===== config.mk =====
export PLATFORM = sky130hd
export DESIGN_NAME = mem_access_ctrl_flat
export DESIGN_NICKNAME = d
export VERILOG_FILES = /design/src/rtl/mem_access_ctrl_pkg.sv /design/src/rtl/mem_access_ctrl_if.sv /design/src/rtl/mem_access_ctrl_load_extend.sv /design/src/rtl/mem_access_ctrl.sv /design/src/flat_wrapper.sv
export SDC_FILE = /design/constraint.sdc
export NUM_CORES = 1
export LEC_CHECK = 0
export ABC_CLOCK_PERIOD_IN_PS = 2000
export CAP_MARGIN = 5
export CORE_MARGIN = 4
export CORE_UTILIZATION = 29
export CTS_CLUSTER_DIAMETER = 100
export DETAILED_ROUTE_END_ITERATION = 7
export HOLD_SLACK_MARGIN = 0.12
export PLACE_DENSITY = 0.68
export SYNTH_ARGS = -nofsm -noshare
export SYNTH_HDL_FRONTEND = slang
export SYNTH_SLANG_ARGS = --single-unit

===== constraint.sdc =====
create_clock -name clk -period 2 [get_ports clk]
set_input_delay 0.4 -clock clk [delete_from_list [all_inputs] [get_ports clk]]
set_output_delay 0.4 -clock clk [all_outputs]
set_load 0.05 [all_outputs]

===== src/rtl/mem_access_ctrl_pkg.sv =====
// rtl/mem_access_ctrl_pkg.sv - shared widths, flag positions, state encoding and lane helpers
package mem_access_ctrl_pkg;
  localparam int XLEN           = 32;
  localparam int XREG_ADDRWIDTH = 5;

  localparam int LB_BIT  = 0;
  localparam int LH_BIT  = 1;
  localparam int LW_BIT  = 2;
  localparam int LBU_BIT = 3;
  localparam int LHU_BIT = 4;

  localparam int SB_BIT = 0;
  localparam int SH_BIT = 1;
  localparam int SW_BIT = 2;

  localparam logic [4:0] NO_LOAD  = 5'b00000;
  localparam logic [2:0] NO_STORE = 3'b000;

  typedef enum logic [1:0] {
    ST_IDLE = 2'd0,
    ST_BUSY = 2'd1,
    ST_DONE = 2'd2
  } state_e;

  function automatic logic [3:0] calc_be(input logic half, input logic word, input logic [1:0] ofs);
    if (word) return 4'b1111;
    if (half) return 4'b0011 << ofs;
    return 4'b0001 << ofs;
  endfunction

  // Replicating the store value across lanes lets the bus pick bytes with dbus_be alone.
  function automatic logic [XLEN-1:0] lane_replicate(input logic half, input logic word,
                                                     input logic [XLEN-1:0] d);
    if (word) return d;
    if (half) return {2{d[15:0]}};
    return {4{d[7:0]}};
  endfunction
endpackage


===== src/rtl/mem_access_ctrl_if.sv =====
// rtl/mem_access_ctrl_if.sv - data bus request/ack interface
interface mem_access_ctrl_if;
  import mem_access_ctrl_pkg::*;

  logic            req;
  logic            we;
  logic [XLEN-1:0] addr;
  logic [XLEN-1:0] wdata;
  logic [3:0]      be;
  logic [XLEN-1:0] rdata;
  logic            ack;

  modport master (output req, we, addr, wdata, be, input rdata, ack);
  modport slave  (input req, we, addr, wdata, be, output rdata, ack);
endinterface


===== src/rtl/mem_access_ctrl_load_extend.sv =====
// rtl/mem_access_ctrl_load_extend.sv - selects the addressed load lane and sign/zero extends it
module load_extend
  import mem_access_ctrl_pkg::*;
(
  input  logic [XLEN-1:0] i_data,
  input  logic [1:0]      i_lane,
  input  logic [4:0]      i_load_flag,
  output logic [XLEN-1:0] o_data
);
  logic [XLEN-1:0] w_lane;

  assign w_lane = i_data >> {i_lane, 3'b000};

  always_comb begin
    o_data = w_lane;
    if (i_load_flag[LB_BIT])
      o_data = {{(XLEN-8){w_lane[7]}}, w_lane[7:0]};
    else if (i_load_flag[LBU_BIT])
      o_data = {{(XLEN-8){1'b0}}, w_lane[7:0]};
    else if (i_load_flag[LH_BIT])
      o_data = {{(XLEN-16){w_lane[15]}}, w_lane[15:0]};
    else if (i_load_flag[LHU_BIT])
      o_data = {{(XLEN-16){1'b0}}, w_lane[15:0]};
  end
endmodule


===== src/rtl/mem_access_ctrl.sv =====
// rtl/mem_access_ctrl.sv - MEM-stage load/store sequencer: IDLE -> BUSY (bus request) -> DONE
module mem_access_ctrl
  import mem_access_ctrl_pkg::*;
#(
  parameter int TIMEOUT = 255
) (
  input  logic                      clk,
  input  logic                      rst,
  input  logic [XLEN-1:0]           rd_in,
  input  logic                      rd_en_in,
  input  logic [XREG_ADDRWIDTH-1:0] rd_addr_in,
  input  logic [4:0]                load_flag_in,
  input  logic [2:0]                store_flag_in,
  input  logic [XLEN-1:0]           store_data_in,
  mem_access_ctrl_if.master         dbus,
  output logic                      stall_req,
  output logic [XLEN-1:0]           rd_out,
  output logic                      rd_en_out,
  output logic [XREG_ADDRWIDTH-1:0] rd_addr_out,
  output logic                      misalign_err,
  output logic                      bus_err
);
  localparam logic [7:0] TIMEOUT_CNT = 8'(TIMEOUT);

  state_e                      r_state;
  logic                        r_req;
  logic                        r_we;
  logic [XLEN-1:0]             r_addr;
  logic [XLEN-1:0]             r_wdata;
  logic [3:0]                  r_be;
  logic [XLEN-1:0]             r_rdata;
  logic [4:0]                  r_load_flag;
  logic [1:0]                  r_lane;
  logic                        r_rd_en;
  logic [XREG_ADDRWIDTH-1:0]   r_rd_addr;
  logic [7:0]                  r_cnt;
  logic                        r_bus_err;

  logic                        w_is_load;
  logic                        w_is_store;
  logic                        w_mem_op;
  logic                        w_half;
  logic                        w_word;
  logic                        w_misalign;
  logic                        w_start;
  logic [7:0]                  w_cnt_next;
  logic [XLEN-1:0]             w_ext;

  assign w_is_load  = (load_flag_in != NO_LOAD);
  assign w_is_store = (store_flag_in != NO_STORE);
  assign w_mem_op   = w_is_load | w_is_store;
  assign w_half     = load_flag_in[LH_BIT] | load_flag_in[LHU_BIT] | store_flag_in[SH_BIT];
  assign w_word     = load_flag_in[LW_BIT] | store_flag_in[SW_BIT];
  assign w_misalign = (w_is_load & w_is_store) | (w_half & rd_in[0]) |
                      (w_word & (rd_in[1:0] != 2'b00));
  assign w_start    = (r_state == ST_IDLE) & w_mem_op & ~w_misalign;
  assign w_cnt_next = r_cnt + 8'd1;

  load_extend u_load_extend (
    .i_data      (r_rdata),
    .i_lane      (r_lane),
    .i_load_flag (r_load_flag),
    .o_data      (w_ext)
  );

  always_ff @(posedge clk) begin
    if (rst) begin
      r_state     <= ST_IDLE;
      r_req       <= 1'b0;
      r_we        <= 1'b0;
      r_addr      <= '0;
      r_wdata     <= '0;
      r_be        <= 4'b0000;
      r_rdata     <= '0;
      r_load_flag <= NO_LOAD;
      r_lane      <= 2'b00;
      r_rd_en     <= 1'b0;
      r_rd_addr   <= '0;
      r_cnt       <= 8'd0;
      r_bus_err   <= 1'b0;
    end else begin
      r_bus_err <= 1'b0;
      case (r_state)
        ST_IDLE: begin
          if (w_start) begin
            r_state     <= ST_BUSY;
            r_req       <= 1'b1;
            r_we        <= w_is_store;
            r_addr      <= {rd_in[XLEN-1:2], 2'b00};
            r_be        <= calc_be(w_half, w_word, rd_in[1:0]);
            r_wdata     <= lane_replicate(w_half, w_word, store_data_in);
            r_load_flag <= load_flag_in;
            r_lane      <= rd_in[1:0];
            r_rd_en     <= rd_en_in;
            r_rd_addr   <= rd_addr_in;
            r_cnt       <= 8'd0;
          end
        end
        ST_BUSY: begin
          // An ack arriving on the last permitted cycle still completes normally.
          if (dbus.ack) begin
            r_req   <= 1'b0;
            r_rdata <= dbus.rdata;
            r_state <= ST_DONE;
          end else if (w_cnt_next == TIMEOUT_CNT) begin
            r_req     <= 1'b0;
            r_bus_err <= 1'b1;
            r_cnt     <= w_cnt_next;
            r_state   <= ST_DONE;
          end else begin
            r_cnt <= w_cnt_next;
          end
        end
        ST_DONE: r_state <= ST_IDLE;
        default: r_state <= ST_IDLE;
      endcase
    end
  end

  always_comb begin
    rd_out       = rd_in;
    rd_en_out    = rd_en_in;
    rd_addr_out  = rd_addr_in;
    stall_req    = 1'b0;
    misalign_err = 1'b0;
    case (r_state)
      ST_IDLE: begin
        if (w_mem_op) begin
          rd_en_out    = 1'b0;
          misalign_err = w_misalign;
          stall_req    = ~w_misalign;
        end
      end
      ST_BUSY: begin
        rd_en_out = 1'b0;
        stall_req = 1'b1;
      end
      ST_DONE: begin
        rd_out      = w_ext;
        rd_addr_out = r_rd_addr;
        rd_en_out   = (r_load_flag != NO_LOAD) & r_rd_en & ~r_bus_err;
      end
      default: ;
    endcase
  end

  assign dbus.req   = r_req;
  assign dbus.we    = r_we;
  assign dbus.addr  = r_addr;
  assign dbus.wdata = r_wdata;
  assign dbus.be    = r_be;
  assign bus_err    = r_bus_err;
endmodule

===== src/flat_wrapper.sv =====
// flat-port wrapper written by rule: the top's interface ports become plain ports
module mem_access_ctrl_flat import mem_access_ctrl_pkg::*;
#(
  parameter int TIMEOUT = 255
)
  (clk, rst, rd_in, rd_en_in, rd_addr_in, load_flag_in, store_flag_in, store_data_in, stall_req, rd_out, rd_en_out, rd_addr_out, misalign_err, bus_err, dbus_req, dbus_we, dbus_addr, dbus_wdata, dbus_be, dbus_rdata, dbus_ack);
  mem_access_ctrl_if dbus_i ();
  input  logic clk;
  input  logic rst;
  input  logic [XLEN-1:0] rd_in;
  input  logic rd_en_in;
  input  logic [XREG_ADDRWIDTH-1:0] rd_addr_in;
  input  logic [4:0] load_flag_in;
  input  logic [2:0] store_flag_in;
  input  logic [XLEN-1:0] store_data_in;
  output logic stall_req;
  output logic [XLEN-1:0] rd_out;
  output logic rd_en_out;
  output logic [XREG_ADDRWIDTH-1:0] rd_addr_out;
  output logic misalign_err;
  output logic bus_err;
  output wire logic [$bits(dbus_i.req)-1:0] dbus_req;
  output wire logic [$bits(dbus_i.we)-1:0] dbus_we;
  output wire logic [$bits(dbus_i.addr)-1:0] dbus_addr;
  output wire logic [$bits(dbus_i.wdata)-1:0] dbus_wdata;
  output wire logic [$bits(dbus_i.be)-1:0] dbus_be;
  input wire logic [$bits(dbus_i.rdata)-1:0] dbus_rdata;
  input wire logic [$bits(dbus_i.ack)-1:0] dbus_ack;
  assign dbus_req = dbus_i.req;
  assign dbus_we = dbus_i.we;
  assign dbus_addr = dbus_i.addr;
  assign dbus_wdata = dbus_i.wdata;
  assign dbus_be = dbus_i.be;
  assign dbus_i.rdata = dbus_rdata;
  assign dbus_i.ack = dbus_ack;
  mem_access_ctrl #(.TIMEOUT(TIMEOUT)) u_core (.clk(clk), .rst(rst), .rd_in(rd_in), .rd_en_in(rd_en_in), .rd_addr_in(rd_addr_in), .load_flag_in(load_flag_in), .store_flag_in(store_flag_in), .store_data_in(store_data_in), .dbus(dbus_i), .stall_req(stall_req), .rd_out(rd_out), .rd_en_out(rd_en_out), .rd_addr_out(rd_addr_out), .misalign_err(misalign_err), .bus_err(bus_err));
endmodule

==> results.md <==
* Slew @ Worst Pin at 0.631 ns
* Core region area at 0.0203 sq mm
* Ys Warns at 0
* Vias at 6,892
* CTS Root Cell: clkbuf_16
* Worst setup margin at -0.390 ns
* Final wirelength at 23.5 mm
* Largest net degree at the start of global routing at 55
* Skew-Pair Late Insertion Delay at 0.41 ns
* Placed cell count at 1,334
* WS Path Type: reg -> out
* Die area at 0.0231 sq mm
* Pwr per Cell Area at 637 mW/mm^2
* Critical Path Source Type: register
* Max-slew headroom at 0.580
* Synth Area in Simple Gates at 0.253
* Area Growth Syn to Fin at 78.3%
* Cell Area, Synth at 0.00602 sq mm
* Async S/R FF share, synth at 0
* TritonRoute pass-1 iters at 5
* Buffer levels on the longest clock path at 2
* Clock Sinks at 124
* Layout cells sized above 1 at 0.254
* RSZ-0062 raised after global routing: true
* Vias in the first global route at 6,687
* DR iter-0 viols at 298
* Seq. cell area at 0.00249 sq mm
* Max cap viols at 0
* Fillers at 1,905
* Port Buffers at 221
* Avg WL per Cell at 16.9 um
* Clk slew on worst S/H paths at 0.05 ns
* Main combinational cell family by area after synthesis: simple AND/OR/NAND/NOR gates
* CTS buffer count at 17
* Synth cell types at 47
* Setup_tns at -11.39 ns
* Worst path max stage delay at 0.39 ns
* Most frequent cells in the layout: 259 x nand2_1, 121 x clkdlybuf4s50_1, 120 x dfxtp_1
* Placed inst area at 0.00942 sq mm
* CP Data Required Time at 1.60 ns
* Crit path launch: u_core.r_lane[0]
* Initial antenna violation count at 2
* XOR/XNOR Fraction of Synth Area at 0.00291
* Grt ovf at 0
* Multi-input logic area at 0.00384 sq mm
* Slowest-stage cell, CP: dfxtp_4
* Leakage at 4.49 nW
* # rows at 52
* Critical-path cell list: mux2_4, nand2_4, o21ai_4, a21oi_4, buf_12, buf_12, a21oi_4, buf_6
* Die span in y at 152 um
* Yosys reg bits at 124
* Status: complete, but fails checks
* Die extent in x at 152 um
* Max H-tree Level at 4
* Failing checks: setup timing
* Final Hold Vio Count at 0
* Maximum VDD drop at 0.532 mV
* Post-synth top area share at 0.412
* R2R depth at 7
* Slew Limit Fails at 0
* Hold Path Class: in -> reg
* Crit share post-route at 1.20
* Critical R2R Launch: u_core.r_cnt[0]
* Seq/Total Area, Yosys at 0.412
* Top FF cell, synth: dfxtp_1
* FF-to-FF End: u_core.r_state[0]
* Clock skew at 0.00814 ns
* Post-Syn Instances at 831
* # DRC at 0
* Worst Path Arrival at 1.99 ns
* R2R Setup Slk at 0.22 ns
* Commonest non-fill, non-tap cell in the layout: nand2_1
* First-pass GRT wire length at 36.4 mm
* Non-Filler Instances at 1,389
* I/O pin count at 224
* Post-synth EDFFs at 0
* Post-layout nets at 1,221
* Hpwl dp at 17.0 mm
* Vias per inst at 4.96
* Synth Area in Adders at 0.00416
* GP Congestion at 0.865
* Area leader, netlist: dfxtp_1
* Final setup fails at 35
* CTS tree: built
* F_max at 418 MHz
* Mapped Avg Cell Area at 7.24 sq um
* CP endpoint kind: output pin
* Gr usage total at 0.194
* Compound-Gate Fraction of Synth Area at 0.228
* Tmin final at 2.39 ns
* Multiplexer share of the synthesized area at 0.0468
* Ranking of synthesized cells by area: dfxtp_1 41%, nand2_1 18%, a21oi_1 11%, nor2_1 3.4%, mux2i_1 3.0%
* Crit-path max FO at 7
* Initial Util at 0.297
* Finished Cell Area at 0.0107 sq mm
* Pwr Total at 6.84 mW
* Worst setup path endpoint: rd_out[24]
* Routed Antenna Nets at 0
## how the worst min path moves through the flow
| stage | start | endpoint | cells after the start |
|---|---|---|---|
| 2_1_floorplan | u_core.r_rdata[0] | u_core.r_rdata[0] | 2 |
| 3_3_place_gp | u_core.dbus.wdata[14] | u_core.dbus.wdata[14] | 2 |
| 3_5_place_dp | u_core.dbus.wdata[14] | u_core.dbus.wdata[14] | 2 |
| 4_1_cts | load_flag_in[0] | u_core.r_load_flag[0] | 3 |
| 6_report | load_flag_in[0] | u_core.r_load_flag[0] | 3 |
| 5_1_grt | load_flag_in[0] | u_core.r_load_flag[0] | 3 |
## state kept, by name (all words and copies together), names as in the netlist
signal,cells
u_core.r_rd_en,1
u_core.dbus.be,4
u_core.dbus.req,1
u_core.bus_err,1
u_core.r_cnt,8
u_core.dbus.we,1
u_core.dbus.addr,30
u_core.r_rdata,32
u_core.r_state,2
u_core.dbus.wdata,32
u_core.r_load_flag,5
u_core.r_lane,2
u_core.r_rd_addr,5
## per-layer routing
metal / part of all wire / track usage / up-vias
met5: 0.00030 / 0 / -
met1: 0.40 / 0.228 / 3277
met3: 0.080 / 0.0751 / 21
li1: - / - / 3381
met4: 0.012 / 0.0385 / 2
met2: 0.50 / 0.339 / 211
## power by group
part / total (mW) / leakage (nW) / internal, mW / switching, mW
clock: 3.12 / 0.282 / 1.98 / 1.14
sequential: 2.53 / 1.00 / 2.51 / 0.0258
combinational: 1.18 / 3.21 / 0.540 / 0.645
## stage by stage
step | hold slack (ns) | setup slack [ns] | util
after detailed placement | 0.446 | -0.745 | 0.464
after floorplan | 0.434 | -0.0347 | -
final | 0.261 | -0.390 | 0.529
after global placement | 0.439 | -0.671 | 0.464
after global routing | 0.269 | -0.476 | 0.529
after CTS | 0.247 | -0.429 | 0.513
## cell usage after synthesis (all sizes together), types with 5 or more instances
library cell / n
nor2: 54
o211ai: 24
a21o: 8
o21ai: 26
dfxtp: 124
nand2: 281
mux2: 9
o22ai: 7
nor2b: 5
a311oi: 16
nor3: 8
nand3: 12
mux2i: 18
a21oi: 131
buf: 23
clkbuf: 44
## what timing repair did
| item | 4_1_cts | 5_1_grt |
|---|---|---|
| cloned | 2 | 3 |
| gates resized for setup | 106 | 71 |
| pin swaps | 17 | 18 |
| setup buffers | 11 | 9 |
| setup endpoints to repair | 138 | 73 |
| hold buffers | 0 | 0 |
## cell type report
class / instances / share of cell area
Sequential cell: 124 / 0.232
Antenna cell: 1 / 0.000233
Clock buffer: 20 / 0.0416
Clock inverter: 11 / 0.0135
Multi-Input combinational cell: 640 / 0.358
Timing Repair Buffer: 321 / 0.322
Tap cell: 270 / 0.0315
Inverter: 2 / 0.000700
## kinds of logic after synthesis
logic type	after synthesis
AND/OR/NAND/NOR	378
AO/OA/AOI/OAI	228
flip-flops	124
buffers and inverters	69
multiplexers	27
adder cells (fa/ha/maj)	2
XOR/XNOR	2
other	1
## critical path: cells and delay by family (launching register included)
kind,cells,cell delay (ns)
buffers and inverters,3,0.46
flip-flops,1,0.39
multiplexers,1,0.33
AO/OA/AOI/OAI,3,0.32
AND/OR/NAND/NOR,1,0.08
No activity file was read; power rests on OpenSTA's default activity.
